===== config.mk =====
export PLATFORM = sky130hd
export DESIGN_NAME = breakout_renderer
export DESIGN_NICKNAME = d
export VERILOG_FILES = /design/src/rtl/breakout_renderer.sv
export SDC_FILE = /design/constraint.sdc
export NUM_CORES = 1
export LEC_CHECK = 0
export CORE_MARGIN = 2
export CORE_UTILIZATION = 35
export DETAILED_ROUTE_END_ITERATION = 10
export PLACE_DENSITY = 0.61
export SYNTH_ARGS = -nofsm -noshare
export SYNTH_HDL_FRONTEND = slang
export SYNTH_SLANG_ARGS = --single-unit

===== constraint.sdc =====
create_clock -name CLK_25MH -period 4.1 [get_ports CLK_25MH]
set_input_delay 0.82 -clock CLK_25MH [delete_from_list [all_inputs] [get_ports CLK_25MH]]
set_output_delay 0.82 -clock CLK_25MH [all_outputs]
set_load 0.03 [all_outputs]

===== src/rtl/breakout_renderer.sv =====
// Breakout paddle/ball/score logic and pixel colour for the VGA timing chain; optional brick row with `define BRICKS_EN.
// Game state moves on the frame tick (hor 0, line 480) only; rgb_out is registered 1 cycle after hor/ver; no backpressure.
module breakout_renderer #(
    parameter int PADDLE_W     = 64,
    parameter int BALL_SIZE    = 8,
    parameter int BALL_SPEED   = 2,
    parameter int PADDLE_SPEED = 4,
    parameter int START_LIVES  = 3,
    parameter int LOST_FRAMES  = 32
) (
    input  logic       CLK_25MH,
    input  logic       rst_n,
    input  logic [9:0] hor_count,
    input  logic [9:0] ver_count,
    input  logic       btn_left,
    input  logic       btn_right,
    input  logic       btn_serve,
    output logic [2:0] rgb_out,
    output logic [1:0] lives,
    output logic [7:0] score,
    output logic [1:0] game_state
);
    typedef enum logic [1:0] {
        ST_SERVE = 2'd0,
        ST_PLAY  = 2'd1,
        ST_LOST  = 2'd2,
        ST_OVER  = 2'd3
    } state_t;

    localparam logic [10:0] SCR_W    = 11'd640;
    localparam logic [10:0] SCR_H    = 11'd480;
    localparam logic [10:0] PAD_Y    = 11'd448;
    localparam logic [10:0] PAD_W    = 11'(PADDLE_W);
    localparam logic [10:0] BALL_W   = 11'(BALL_SIZE);
    localparam logic [10:0] BALL_SP  = 11'(BALL_SPEED);
    localparam logic [10:0] PAD_SP   = 11'(PADDLE_SPEED);
    localparam logic [10:0] PAD_MAX  = SCR_W - PAD_W;
    localparam logic [10:0] BALL_MAX = SCR_W - BALL_W;
    localparam logic [10:0] BALL_OFS = 11'(PADDLE_W / 2 - BALL_SIZE / 2);
    localparam logic [10:0] SERVE_Y  = PAD_Y - BALL_W;
    localparam logic [9:0]  PAD_X0   = 10'd288;
    localparam int          LCW      = $clog2(LOST_FRAMES + 1);
    localparam logic [LCW-1:0] LOST_LAST = LCW'(LOST_FRAMES - 1);

    state_t         state, state_nxt;
    logic [9:0]     paddle_x, paddle_x_nxt;
    logic [9:0]     ball_x, ball_x_nxt, ball_y, ball_y_nxt;
    logic           dx_right, dx_right_nxt, dy_up, dy_up_nxt;
    logic           dx_play, dy_play;
    logic [1:0]     lives_nxt;
    logic [7:0]     score_nxt;
    logic [LCW-1:0] lost_cnt, lost_cnt_nxt;
    logic           serve_prev, serve_prev_nxt;
    logic [2:0]     rgb_nxt;
    logic           tick, serve_edge, pad_hit, miss, in_ball, in_pad;
    logic [10:0]    px, bx, by, pad_mv, serve_x, nx, ny, hx, vy;
`ifdef BRICKS_EN
    logic [7:0]     brick_mask, brick_mask_nxt, mask_play;
    logic           brick_hit, in_brick;
`endif

    assign game_state = state;

    always_ff @(posedge CLK_25MH or negedge rst_n) begin
        if (!rst_n) begin
            state      <= ST_SERVE;
            paddle_x   <= PAD_X0;
            ball_x     <= PAD_X0 + BALL_OFS[9:0];
            ball_y     <= SERVE_Y[9:0];
            dx_right   <= 1'b1;
            dy_up      <= 1'b1;
            lives      <= 2'(START_LIVES);
            score      <= 8'd0;
            lost_cnt   <= '0;
            serve_prev <= 1'b0;
            rgb_out    <= 3'b000;
`ifdef BRICKS_EN
            brick_mask <= 8'hFF;
`endif
        end else begin
            state      <= state_nxt;
            paddle_x   <= paddle_x_nxt;
            ball_x     <= ball_x_nxt;
            ball_y     <= ball_y_nxt;
            dx_right   <= dx_right_nxt;
            dy_up      <= dy_up_nxt;
            lives      <= lives_nxt;
            score      <= score_nxt;
            lost_cnt   <= lost_cnt_nxt;
            serve_prev <= serve_prev_nxt;
            rgb_out    <= rgb_nxt;
`ifdef BRICKS_EN
            brick_mask <= brick_mask_nxt;
`endif
        end
    end

    always_comb begin
        px         = {1'b0, paddle_x};
        bx         = {1'b0, ball_x};
        by         = {1'b0, ball_y};
        tick       = (hor_count == 10'd0) && (ver_count == 10'd480);
        serve_edge = btn_serve && !serve_prev;

        pad_mv = px;
        if (btn_left && !btn_right)
            pad_mv = (px < PAD_SP) ? 11'd0 : px - PAD_SP;
        else if (btn_right && !btn_left)
            pad_mv = (px + PAD_SP > PAD_MAX) ? PAD_MAX : px + PAD_SP;
        serve_x = pad_mv + BALL_OFS;

        // Hit test deliberately uses the pre-move paddle position.
        pad_hit = !dy_up && (by + BALL_W <= PAD_Y) && (by + BALL_SP + BALL_W >= PAD_Y)
                  && (bx + BALL_W > px) && (bx < px + PAD_W);
        miss    = !dy_up && !pad_hit && (by + BALL_SP >= SCR_H);

        nx      = bx;
        ny      = by;
        dx_play = dx_right;
        dy_play = dy_up;
        if (!dx_right) begin
            if (bx < BALL_SP) begin
                nx      = 11'd0;
                dx_play = 1'b1;
            end else
                nx = bx - BALL_SP;
        end else if (bx + BALL_SP > BALL_MAX) begin
            nx      = BALL_MAX;
            dx_play = 1'b0;
        end else
            nx = bx + BALL_SP;

        if (dy_up) begin
            if (by < BALL_SP) begin
                ny      = 11'd0;
                dy_play = 1'b0;
            end else
                ny = by - BALL_SP;
        end else if (pad_hit) begin
            ny      = SERVE_Y;
            dy_play = 1'b1;
        end else if (!miss)
            ny = by + BALL_SP;

`ifdef BRICKS_EN
        brick_hit = 1'b0;
        mask_play = brick_mask;
        for (int i = 0; i < 8; i++) begin
            if (!brick_hit && !miss && brick_mask[i] && (nx < 11'(80 * i + 80)) && (nx + BALL_W > 11'(80 * i))
                && (ny < 11'd48) && (ny + BALL_W > 11'd32)) begin
                brick_hit    = 1'b1;
                mask_play[i] = 1'b0;
            end
        end
        if (brick_hit)
            dy_play = !dy_play;
        brick_mask_nxt = brick_mask;
`endif

        state_nxt      = state;
        paddle_x_nxt   = paddle_x;
        ball_x_nxt     = ball_x;
        ball_y_nxt     = ball_y;
        dx_right_nxt   = dx_right;
        dy_up_nxt      = dy_up;
        lives_nxt      = lives;
        score_nxt      = score;
        lost_cnt_nxt   = lost_cnt;
        serve_prev_nxt = serve_prev;

        if (tick) begin
            serve_prev_nxt = btn_serve;
            if (state != ST_OVER)
                paddle_x_nxt = pad_mv[9:0];
`ifdef BRICKS_EN
            if (brick_mask == 8'h00)
                brick_mask_nxt = 8'hFF;
            else if (state == ST_PLAY)
                brick_mask_nxt = mask_play;
`endif
            case (state)
                ST_SERVE: begin
                    ball_x_nxt = serve_x[9:0];
                    ball_y_nxt = SERVE_Y[9:0];
                    if (serve_edge) begin
                        state_nxt    = ST_PLAY;
                        dx_right_nxt = 1'b1;
                        dy_up_nxt    = 1'b1;
                    end
                end
                ST_PLAY: begin
                    ball_x_nxt   = nx[9:0];
                    ball_y_nxt   = ny[9:0];
                    dx_right_nxt = dx_play;
                    dy_up_nxt    = dy_play;
                    if (miss) begin
                        state_nxt    = ST_LOST;
                        lost_cnt_nxt = '0;
                        lives_nxt    = (lives == 2'd0) ? 2'd0 : lives - 2'd1;
                    end
`ifdef BRICKS_EN
                    if (brick_hit && score != 8'hFF)
                        score_nxt = score + 8'd1;
`else
                    if (pad_hit && score != 8'hFF)
                        score_nxt = score + 8'd1;
`endif
                end
                ST_LOST: begin
                    if (lost_cnt == LOST_LAST) begin
                        lost_cnt_nxt = '0;
                        if (lives == 2'd0)
                            state_nxt = ST_OVER;
                        else begin
                            state_nxt  = ST_SERVE;
                            ball_x_nxt = serve_x[9:0];
                            ball_y_nxt = SERVE_Y[9:0];
                        end
                    end else
                        lost_cnt_nxt = lost_cnt + LCW'(1);
                end
                default: begin
                    if (serve_edge) begin
                        state_nxt    = ST_SERVE;
                        lives_nxt    = 2'(START_LIVES);
                        score_nxt    = 8'd0;
                        paddle_x_nxt = PAD_X0;
                        ball_x_nxt   = PAD_X0 + BALL_OFS[9:0];
                        ball_y_nxt   = SERVE_Y[9:0];
                        dx_right_nxt = 1'b1;
                        dy_up_nxt    = 1'b1;
                    end
                end
            endcase
        end
    end

    always_comb begin
        hx      = {1'b0, hor_count};
        vy      = {1'b0, ver_count};
        in_ball = (state != ST_LOST) && (hx >= bx) && (hx < bx + BALL_W) && (vy >= by) && (vy < by + BALL_W);
        in_pad  = (hx >= px) && (hx < px + PAD_W) && (vy >= PAD_Y) && (vy < PAD_Y + 11'd8);
`ifdef BRICKS_EN
        in_brick = 1'b0;
        for (int i = 0; i < 8; i++) begin
            if (brick_mask[i] && (hx >= 11'(80 * i)) && (hx < 11'(80 * i + 80)) && (vy >= 11'd32) && (vy < 11'd48))
                in_brick = 1'b1;
        end
`endif
        rgb_nxt = 3'b000;
        if ((hx < SCR_W) && (vy < SCR_H)) begin
            if (state == ST_OVER)
                rgb_nxt = 3'b100;
            else if (in_ball)
                rgb_nxt = 3'b111;
            else if (in_pad)
                rgb_nxt = 3'b110;
`ifdef BRICKS_EN
            else if (in_brick)
                rgb_nxt = 3'b010;
`endif
            else
                rgb_nxt = 3'b001;
        end
    end
endmodule


-- After elaboration in Yosys (flattened, before gate mapping)
Index checks and enable logic that the tools add are counted.
- memories: 0
- output and inout port bits: 15
- register bits after elaboration: 54
- bits of input ports: 25
- latch bits: 0
- word-level logic and storage cells: 152
- bits in read-only memories: 0
- bits in writable memories: 0
- mux-type cells: 51
- div/mod/pow operators: 0
- equality and inequality tests: 14
- reduce and logical (&&, ||, !) cells: 40
- $mul: 0
- $add $sub $neg: 14
- order comparisons: 20
- shifts and indexed selects: 0
- bitwise logic cells: 2
- operators by type and width (cell ; count):
    10-bit 2-to-1 mux ; 20
    10-bit one-hot mux with 3 select lines ; 2
    10-bit by 11-bit < comparator with 1-bit output ; 4
    10-bit >= comparator ; 3
    10-bit by 2-bit adder with 11-bit output, second input constant ; 2
    10-bit by 4-bit adder with 11-bit output, second input constant ; 2
    11-bit by 9-bit >= comparator with 1-bit output, second input constant ; 2
    11-bit by 10-bit > comparator with 1-bit output, second input constant ; 2
    10-bit by 2-bit < comparator with 1-bit output, second input constant ; 2
    10-bit by 9-bit < comparator with 1-bit output, second input constant ; 2
    10-bit by 2-bit subtractor with 10-bit output, second input constant ; 2
    1-bit logical AND ; 19
    2-bit 2-to-1 mux ; 8
    8-bit 2-to-1 mux ; 2
    8-bit one-hot mux with 2 select lines ; 1
    2-bit inequality test, second input constant ; 7
    3-bit 2-to-1 mux ; 4
    6-bit 2-to-1 mux ; 2
    6-bit one-hot mux with 2 select lines ; 1
    4-bit AND reduction ; 3
    10-bit by 3-bit adder with 11-bit output, second input constant ; 1
    10-bit by 7-bit adder with 11-bit output, second input constant ; 1
    11-bit by 4-bit adder with 11-bit output, second input constant ; 1
    11-bit by 10-bit > comparator with 1-bit output ; 1
    30 further kinds ; 47

-- Logic depth before layout (Yosys ltp)
Gate-level depths: netlist of the first run.
- word-level depth: 13
- gate-level depth with buffers: 14
- gate-level depth less buffers: 12

-- Worst setup path after synthesis of the first run
OpenSTA, ideal clock, no wires.
- path type: register to register
- from: reg ball_x[3]
- to: reg ball_y[3]
- period minus slack after synthesis: 3402 ps
- data required time: 4039 ps
- buffers on the path: 2
- slack: 698 ps
- library setup time: 61 ps
- cell stages (with the launch flop): 15
- data arrival time: 3341 ps
- path through: dfstp_2 > clkbuf_1 > nand2_1 > nor2_1 > xnor2_1 > ha_1 > nand4_1 > a211oi_1 > nor4_1 > a221o_1 > a221oi_2 > buf_2 > o21ai_1 > a31oi_1 > o22a_1
- cells in the longest elaborated chain, start to end: 9
- elaborated cells between the ends (all ways): 13
- those cells by class: add/sub: 1; order compare: 2; eq/ne: 1; mux: 3; reduce/logical: 6
- ends and longest elaborated chain (item ; RTL line ; RTL):
    from (decl) ; 47 ; logic [9:0] ball_x, ball_x_nxt, ball_y, ball_y_nxt;
    from (signal assigned) ; 68 ; ball_x <= PAD_X0 + BALL_OFS[9:0];
    from (signal assigned) ; 83 ; ball_x <= ball_x_nxt;
    10-bit by 4-bit adder with 11-bit output ; 114 ; && (bx + BALL_W > px) && (bx < px + PAD_W);
    11-bit by 10-bit > comparator with 1-bit output ; 114 ;
    1-bit logical AND ; 114 ;
    1-bit logical AND (*) ; 114 ;
    1-bit zero test ; 115 ; miss = !dy_up && !pad_hit && (by + BALL_SP >= SCR_H);
    1-bit logical AND (2 in a row) ; 115 ;
    4-bit inequality test (no source line) ; n/a ;
    5-bit AND reduction (no source line) ; n/a ;
    to (signal assigned) ; 69 ; ball_y <= SERVE_Y[9:0];
    to (signal assigned) ; 84 ; ball_y <= ball_y_nxt;
    to (decl) ; 47 ;
Every way passes the cells marked *; elsewhere a longest branch is shown, timed or not.
A chain may end at the register's enable or synchronous reset.

-- Worst setup path in the final report of the first run
- from: reg ball_x[5]
- to: reg score[7]
- cells in the longest elaborated chain, start to end: 7
- elaborated cells between the ends (all ways): 8
- those cells by class: add/sub: 1; order compare: 2; eq/ne: 1; reduce/logical: 4
- ends and longest elaborated chain (item ; RTL line ; RTL):
    10-bit by 4-bit adder with 11-bit output ; 114 ;
    11-bit by 10-bit > comparator with 1-bit output ; 114 ;
    1-bit logical AND ; 114 ;
    1-bit logical AND (*) ; 114 ;
    1-bit logical AND (*) ; 205 ; if (pad_hit && score != 8'hFF)
    2-bit inequality test (no source line) (*) ; n/a ;
    4-bit AND reduction (no source line) (*) ; n/a ;
    to (signal assigned) ; 88 ; score <= score_nxt;
    to (decl) ; 20 ; output logic [7:0] score,
Marked as above.

==> results.json, run 1 <==
{
  "status": "finished, final reports clean",
  "powerDensity_nw_per_um2": 162.1,
  "synth_area_leaders": "ha_1 16%, dfrtp_1 15%, dfstp_2 6.9%",
  "crit_end": "score[7]",
  "crit_path_start": "ball_x[5]",
  "gp_congestion": 0.9103,
  "rsz0062_at_grt": "no",
  "dpl.hpwl_um": 14080,
  "post_cts_buffers": 0,
  "layout_min_cycle_time_ns": 3.760,
  "worst_pin_slew_ns": 0.7095,
  "syn2layout_area_growth_pct": 13.00,
  "setup_tns_ns": 0,
  "max_cap_violations": 0,
  "vias": 5908,
  "yosysWarningCount": 0,
  "ant_nets": 0,
  "r2r-end": "score[7]",
  "cts_root_buf": "clkbuf_16",
  "globalRouteMet2Util": 0.3021,
  "cp_common_cell": "nand4_1",
  "cts.sinks": 53,
  "synth_top_family_by_area": "compound AO/OA/AOI/OAI gates",
  "initial_utilization": 0.3565,
  "viasPerCell": 5.770,
  "grt.overflow.total": 0,
  "grt_pass1_wl_um": 29080,
  "ctsLongestPathBuffers": 2,
  "clkLatencyLatePin_ns": 0.30,
  "num-nets-final": 903,
  "critPathRequiredTime_ns": 4.29,
  "synth_edf_count": 0,
  "crit_arrival_ns": 3.95,
  "avgRoutedWirePerCell_um": 17.52,
  "cpPeakStageDelay_ns": 0.72,
  "syn_area_um2": 6123,
  "synth_cells": 769,
  "drt_first_iter_violations": 498,
  "core_area_um2": 17180,
  "io_buffers": 39,
  "met3_usage": 0.02088,
  "grt-busiest-layer": "met2",
  "setup_viol": 0,
  "finalWirelength_um": 17940,
  "grt_pass1_vias": 5438,
  "synth.mux.area_fraction": 0.01798,
  "yosysTopAreaCellShare": 0.1635,
  "crit_chain": "nand3_1 -> nor2_1 -> xnor2_1 -> ha_1 -> nand4_1 -> a211oi_1 -> nor4_1 -> a221o_1 -> a221oi_2 -> buf_4 -> and2_1 -> nand4_1 -> mux2_1",
  "critical_path.max_fanout": 15,
  "io_pins": 40,
  "cts_made_buffers": 5,
  "period_share": 0.9170,
  "die_h_um": 136.3,
  "switching_share": 0.2666,
  "p_int_uw": 822.4,
  "reg2reg_slack_ns": 0.34,
  "power.switching_uw": 298.9,
  "critPathTopFamily": "simple AND/OR/NAND/NOR gates",
  "layout_common_cells": "80 x ha_1, 63 x nand2_1, 59 x nor2_1, 58 x a21oi_1, 45 x inv_1",
  "crit_cells": 13,
  "final_max_slew_viol_count": 0,
  "grt_antenna_before_repair": 0,
  "synthesis.nets": 874,
  "rr_startpoint": "ball_x[5]",
  "seqPwrFrac": 0.468,
  "die_w_um": 136.3,
  "end_kind": "flip-flop",
  "cts_tree": "yes",
  "gr-usage-all-layers": 0.1951,
  "drc": 0,
  "cp_slowest_cell": "dfstp_2",
  "startpoint_type": "flip-flop",
  "synth-simple-area-share": 0.2329,
  "synthAdderAreaFrac": 0.1635,
  "fin_skew_ns": 0.009886,
  "final_common_cell": "ha_1",
  "die_area_um2": 18570,
  "power.share.clock": 0.405,
  "fin_area_um2": 6919,
  "path_buf_inv": 1,
  "met1_usage": 0.2895,
  "timing.slew.headroom": 0.5230,
  "peakVddDrop_v": 0.0001751,
  "worstRegToRegCells": 13,
  "nFillCells": 1791,
  "cts_max_level": 2,
  "yosysSeqAreaShare": 0.2199,
  "clkTransAtPathRegs_ns": 0.08,
  "rows": 48,
  "drive_above_1_share": 0.08385,
  "cts_resized": 0,
  "fmaxAchievable_ghz": 0.2660,
  "power.leakage_nw": 2.919,
  "hold_viol": 0,
  "synth.avg_cell_area_um2": 7.963,
  "dpl-instance-area_um2": 6760,
  "synth_flop_cell": "dfrtp_1",
  "worstSetupPathType": "flip-flop to flip-flop",
  "postCtsHoldBufs": 0,
  "hp-class": "flip-flop to flip-flop",
  "drt-pass1-iter-count": 6,
  "synthArstFlopShare": 1.000,
  "synth-xor-area-share": 0.05149,
  "synth.distinct_cells": 88,
  "grt_max_degree": 29,
  "power_mw": 1.121,
  "yosys.area.top_type": "ha_1",
  "synth-seq-cells": 53,
  "synth-compound-area-share": 0.2558,
  "diodes": 0,
  "combPwrFrac": 0.127
}
[through the flow]
step           std cells  hold WS, ns  utilization  worst slack [ns]
3_3_place_gp        1016       0.4543       0.3936            0.5221
6_report            1024       0.4978       0.4028            0.3404
4_1_cts             1024       0.4913       0.4028            0.4030
3_5_place_dp        1016       0.4646       0.3936            0.4283
2_1_floorplan        769       0.4369            -            0.6983
5_1_grt             1024       0.5368       0.4028           0.09946
[how the worst min path moves through the flow]
| stage | startpoint | to | slack [ns] | cells past startpoint |
|---|---|---|---|---|
| after floorplan | serve_prev | serve_prev | 0.44 | 2 |
| after global placement | serve_prev | serve_prev | 0.45 | 2 |
| after detailed placement | serve_prev | serve_prev | 0.46 | 2 |
| after CTS | serve_prev | serve_prev | 0.49 | 2 |
| after global routing | serve_prev | serve_prev | 0.54 | 2 |
| final | serve_prev | serve_prev | 0.50 | 2 |
[layer usage]
layer / up-vias / part of all wire
met4: 0 / 0.020
met1: 2797 / 0.48
met5: - / 0
li1: 2919 / -
met2: 171 / 0.45
met3: 21 / 0.048
[flip-flops by register name, indices dropped and copies added, names as in the netlist]
name,flops
game_state,2
ball_y,9
dy_up,1
ball_x,10
lives,2
serve_prev,1
lost_cnt,6
rgb_out,3
score,8
paddle_x,10
dx_right,1
[cell families after synthesis]
group / count (synthesis)
adders and majority gates: 80
buffers and inverters: 84
muxes: 10
and+or+nand+nor: 275
DFF: 53
xor gates and xnor gates: 36
AOI/OAI and AO/OA: 231
[Yosys cell counts, drive strengths merged (14+ instances only)]
master,count
buf,17
xnor2,30
a21oi,58
a21o,14
nand3,37
nand2,63
nor2,60
nand4,16
dfrtp,37
dfstp,16
ha,80
clkbuf,19
nor3,17
o21ai,48
inv,48
[worst register-to-register path, stage by stage, from the launching register on]
cell and delay [ns]:
dfstp_2 0.72, nand3_1 0.15, nor2_1 0.22, xnor2_1 0.13, ha_1 0.31, nand4_1 0.16, a211oi_1 0.25, nor4_1 0.09
a221o_1 0.40, a221oi_2 0.29, buf_4 0.25, and2_1 0.25, nand4_1 0.13, mux2_1 0.32
[layout make-up]
| class | instances | area, um2 | area share |
|---|---|---|---|
| Clock inverter | 3 | 33.78 | 0.004882 |
| Timing Repair Buffer | 58 | 528.0 | 0.07631 |
| Sequential cell | 53 | 1346 | 0.1946 |
| Clock buffer | 5 | 125.1 | 0.01808 |
| Inverter | 48 | 180.2 | 0.02604 |
| Multi-Input combinational cell | 632 | 4424 | 0.6394 |
| Tap cell | 225 | 281.5 | 0.04069 |
[power groups by stage]
stage | sequential, mW | combinational (mW) | clock [mW]
after floorplan | 0.537 | 0.0694 | 0
after global placement | 0.534 | 0.141 | 0
after detailed placement | 0.534 | 0.142 | 0
after CTS | 0.525 | 0.143 | 0.462
after global routing | 0.525 | 0.162 | 0.485
final | 0.525 | 0.142 | 0.454
Note: power is estimated with default switching activity, not from simulation.
==> run 2, diff against run 1 <==
--- a/config.mk
+++ b/config.mk
@@ -8,7 +8,9 @@
 export CORE_MARGIN = 2
 export CORE_UTILIZATION = 35
 export DETAILED_ROUTE_END_ITERATION = 10
+export GPL_TIMING_DRIVEN = 0
 export PLACE_DENSITY = 0.61
+export REMOVE_ABC_BUFFERS = 1
 export SYNTH_ARGS = -nofsm -noshare
 export SYNTH_HDL_FRONTEND = slang
 export SYNTH_SLANG_ARGS = --single-unit
==> results.json, run 2 (same netlist as run 1, synthesis figures left out) <==
{
  "cts_root_buf": "clkbuf_16",
  "cts.sinks": 53,
  "layout_min_cycle_time_ns": 3.766,
  "worstSetupPathType": "flip-flop to flip-flop",
  "io_pins": 40,
  "layout_common_cells": "80 x ha_1, 63 x nand2_1, 59 x nor2_1, 58 x a21oi_1, 45 x inv_1",
  "diodes": 0,
  "end_kind": "flip-flop",
  "gr-usage-all-layers": 0.1899,
  "syn2layout_area_growth_pct": 12.06,
  "critPathRequiredTime_ns": 4.29,
  "gp_congestion": 0.8860,
  "io_buffers": 39,
  "final_common_cell": "ha_1",
  "timing.slew.headroom": 0.4793,
  "min_from": "serve_prev",
  "drive_above_1_share": 0.06760,
  "critPathTopFamily": "compound AO/OA/AOI/OAI gates",
  "cpPeakStageDelay_ns": 0.66,
  "powerDensity_nw_per_um2": 171.2,
  "fin_skew_ns": 0.004083,
  "die_area_um2": 18570,
  "path_buf_inv": 3,
  "startpoint_type": "flip-flop",
  "cts_max_level": 2,
  "grt_max_degree": 32,
  "finalWirelength_um": 17300,
  "max_cap_violations": 0,
  "die_w_um": 136.3,
  "worst_pin_slew_ns": 0.7796,
  "fmaxAchievable_ghz": 0.2655,
  "critical_path.max_fanout": 14,
  "dpl.hpwl_um": 13380,
  "hold_ws_ns": 0.4884,
  "cts_made_buffers": 5,
  "crit_path_start": "paddle_x[6]",
  "hp-class": "flip-flop to flip-flop",
  "drc": 0,
  "grt_antenna_before_repair": 0,
  "rr_startpoint": "paddle_x[6]",
  "drt-pass1-iter-count": 5,
  "ant_nets": 0,
  "cp_slowest_cell": "dfrtp_1",
  "period_share": 0.9185,
  "crit_arrival_ns": 3.96,
  "setup_tns_ns": 0,
  "clkTransAtPathRegs_ns": 0.07,
  "wl_met2_um": 7829,
  "power.leakage_nw": 2.907,
  "hold_viol": 0,
  "grt.overflow.total": 0,
  "vias": 5778,
  "largestRegisters": "ball_x (10), paddle_x (10), ball_y (9)",
  "postCtsHoldBufs": 0,
  "top_layer_used": "met4",
  "ctsLongestPathBuffers": 2,
  "initial_utilization": 0.3565,
  "clkLatencyLatePin_ns": 0.30,
  "final_util": 0.3995,
  "final_max_slew_viol_count": 0,
  "grt_pass1_vias": 5401,
  "fin_area_um2": 6862,
  "die_h_um": 136.3,
  "viasPerCell": 5.726,
  "peakVddDrop_v": 0.0001436,
  "rows": 48,
  "grt_pass1_wl_um": 28080,
  "rsz0062_at_grt": "no",
  "wl_met1_um": 8304,
  "setup_viol": 0,
  "wl_met3_um": 757,
  "num-nets-final": 888,
  "avgRoutedWirePerCell_um": 17.14,
  "crit_chain": "inv_1 -> ha_1 -> inv_1 -> ha_1 -> a221o_1 -> o21ai_0 -> o2111ai_1 -> a221oi_4 -> buf_12 -> and2_1 -> nand4_1 -> mux2_1",
  "cts_tree": "yes",
  "dp.cells": 999,
  "final_cells": 1009,
  "drt_first_iter_violations": 318,
  "status": "finished, final reports clean",
  "dpl-instance-area_um2": 6645,
  "core_area_um2": 17180
}
==> run 2: power breakdown <==
part	leakage, nW	internal, mW	switching (mW)	total [mW]
logic	2.16	0.0612	0.0769	0.138
registers	0.661	0.524	0.000351	0.524
clock network	0.0848	0.293	0.219	0.512
==> run 2: final timing paths <==
check,slack [ns],cells after the start,to
max in group asynchronous,2.96,2,paddle_x[8]
worst max-delay path,0.33,12,score[7]
worst min register to register,0.49,2,serve_prev
worst min-delay path,0.49,2,serve_prev
worst max register to register,0.33,12,score[7]
min in group asynchronous,0.51,1,score[3]
==> run 2: per-stage QoR <==
stage          power, mW  setup WS (ns)
2_1_floorplan     0.6027         0.4993
3_3_place_gp      0.6693         -1.282
3_5_place_dp      0.6722        -0.1854
4_1_cts            1.191        0.07552
5_1_grt            1.225         0.1373
6_report           1.175         0.3341
==> run 2: worst register-to-register path: cells and delay by family, from the launching register on <==
kind,cells,cell delay (ns)
and+or+nand+nor,2,0.33
buffers and inverters,3,0.50
muxes,1,0.32
DFF,1,0.66
adders and majority gates,2,0.63
AOI/OAI and AO/OA,4,1.20
==> run 2: repair_timing <==
action	in CTS	in global routing
setup endpoints to repair	15	14
buffers inserted	0	2
gates resized for setup	1	1
pin swaps	0	1
gates cloned	0	0
==> run 2: final cells by class <==
class / instances / area [um2]
fillers: 1810 / 10310
flip-flops and latches: 53 / 1346
well taps: 225 / 281.5
clock inverters: 3 / 47.55
inverters: 48 / 180.2
repair buffers: 43 / 440.4
clock buffers: 5 / 125.1
multi-input cells: 632 / 4441
==> run 2: metal layers <==
layer | track usage | up-vias
li1 | - | 2886
met1 | 0.2582 | 2733
met2 | 0.3079 | 138
met3 | 0.03356 | 21
met4 | 0.05498 | 0
met5 | 0 | -
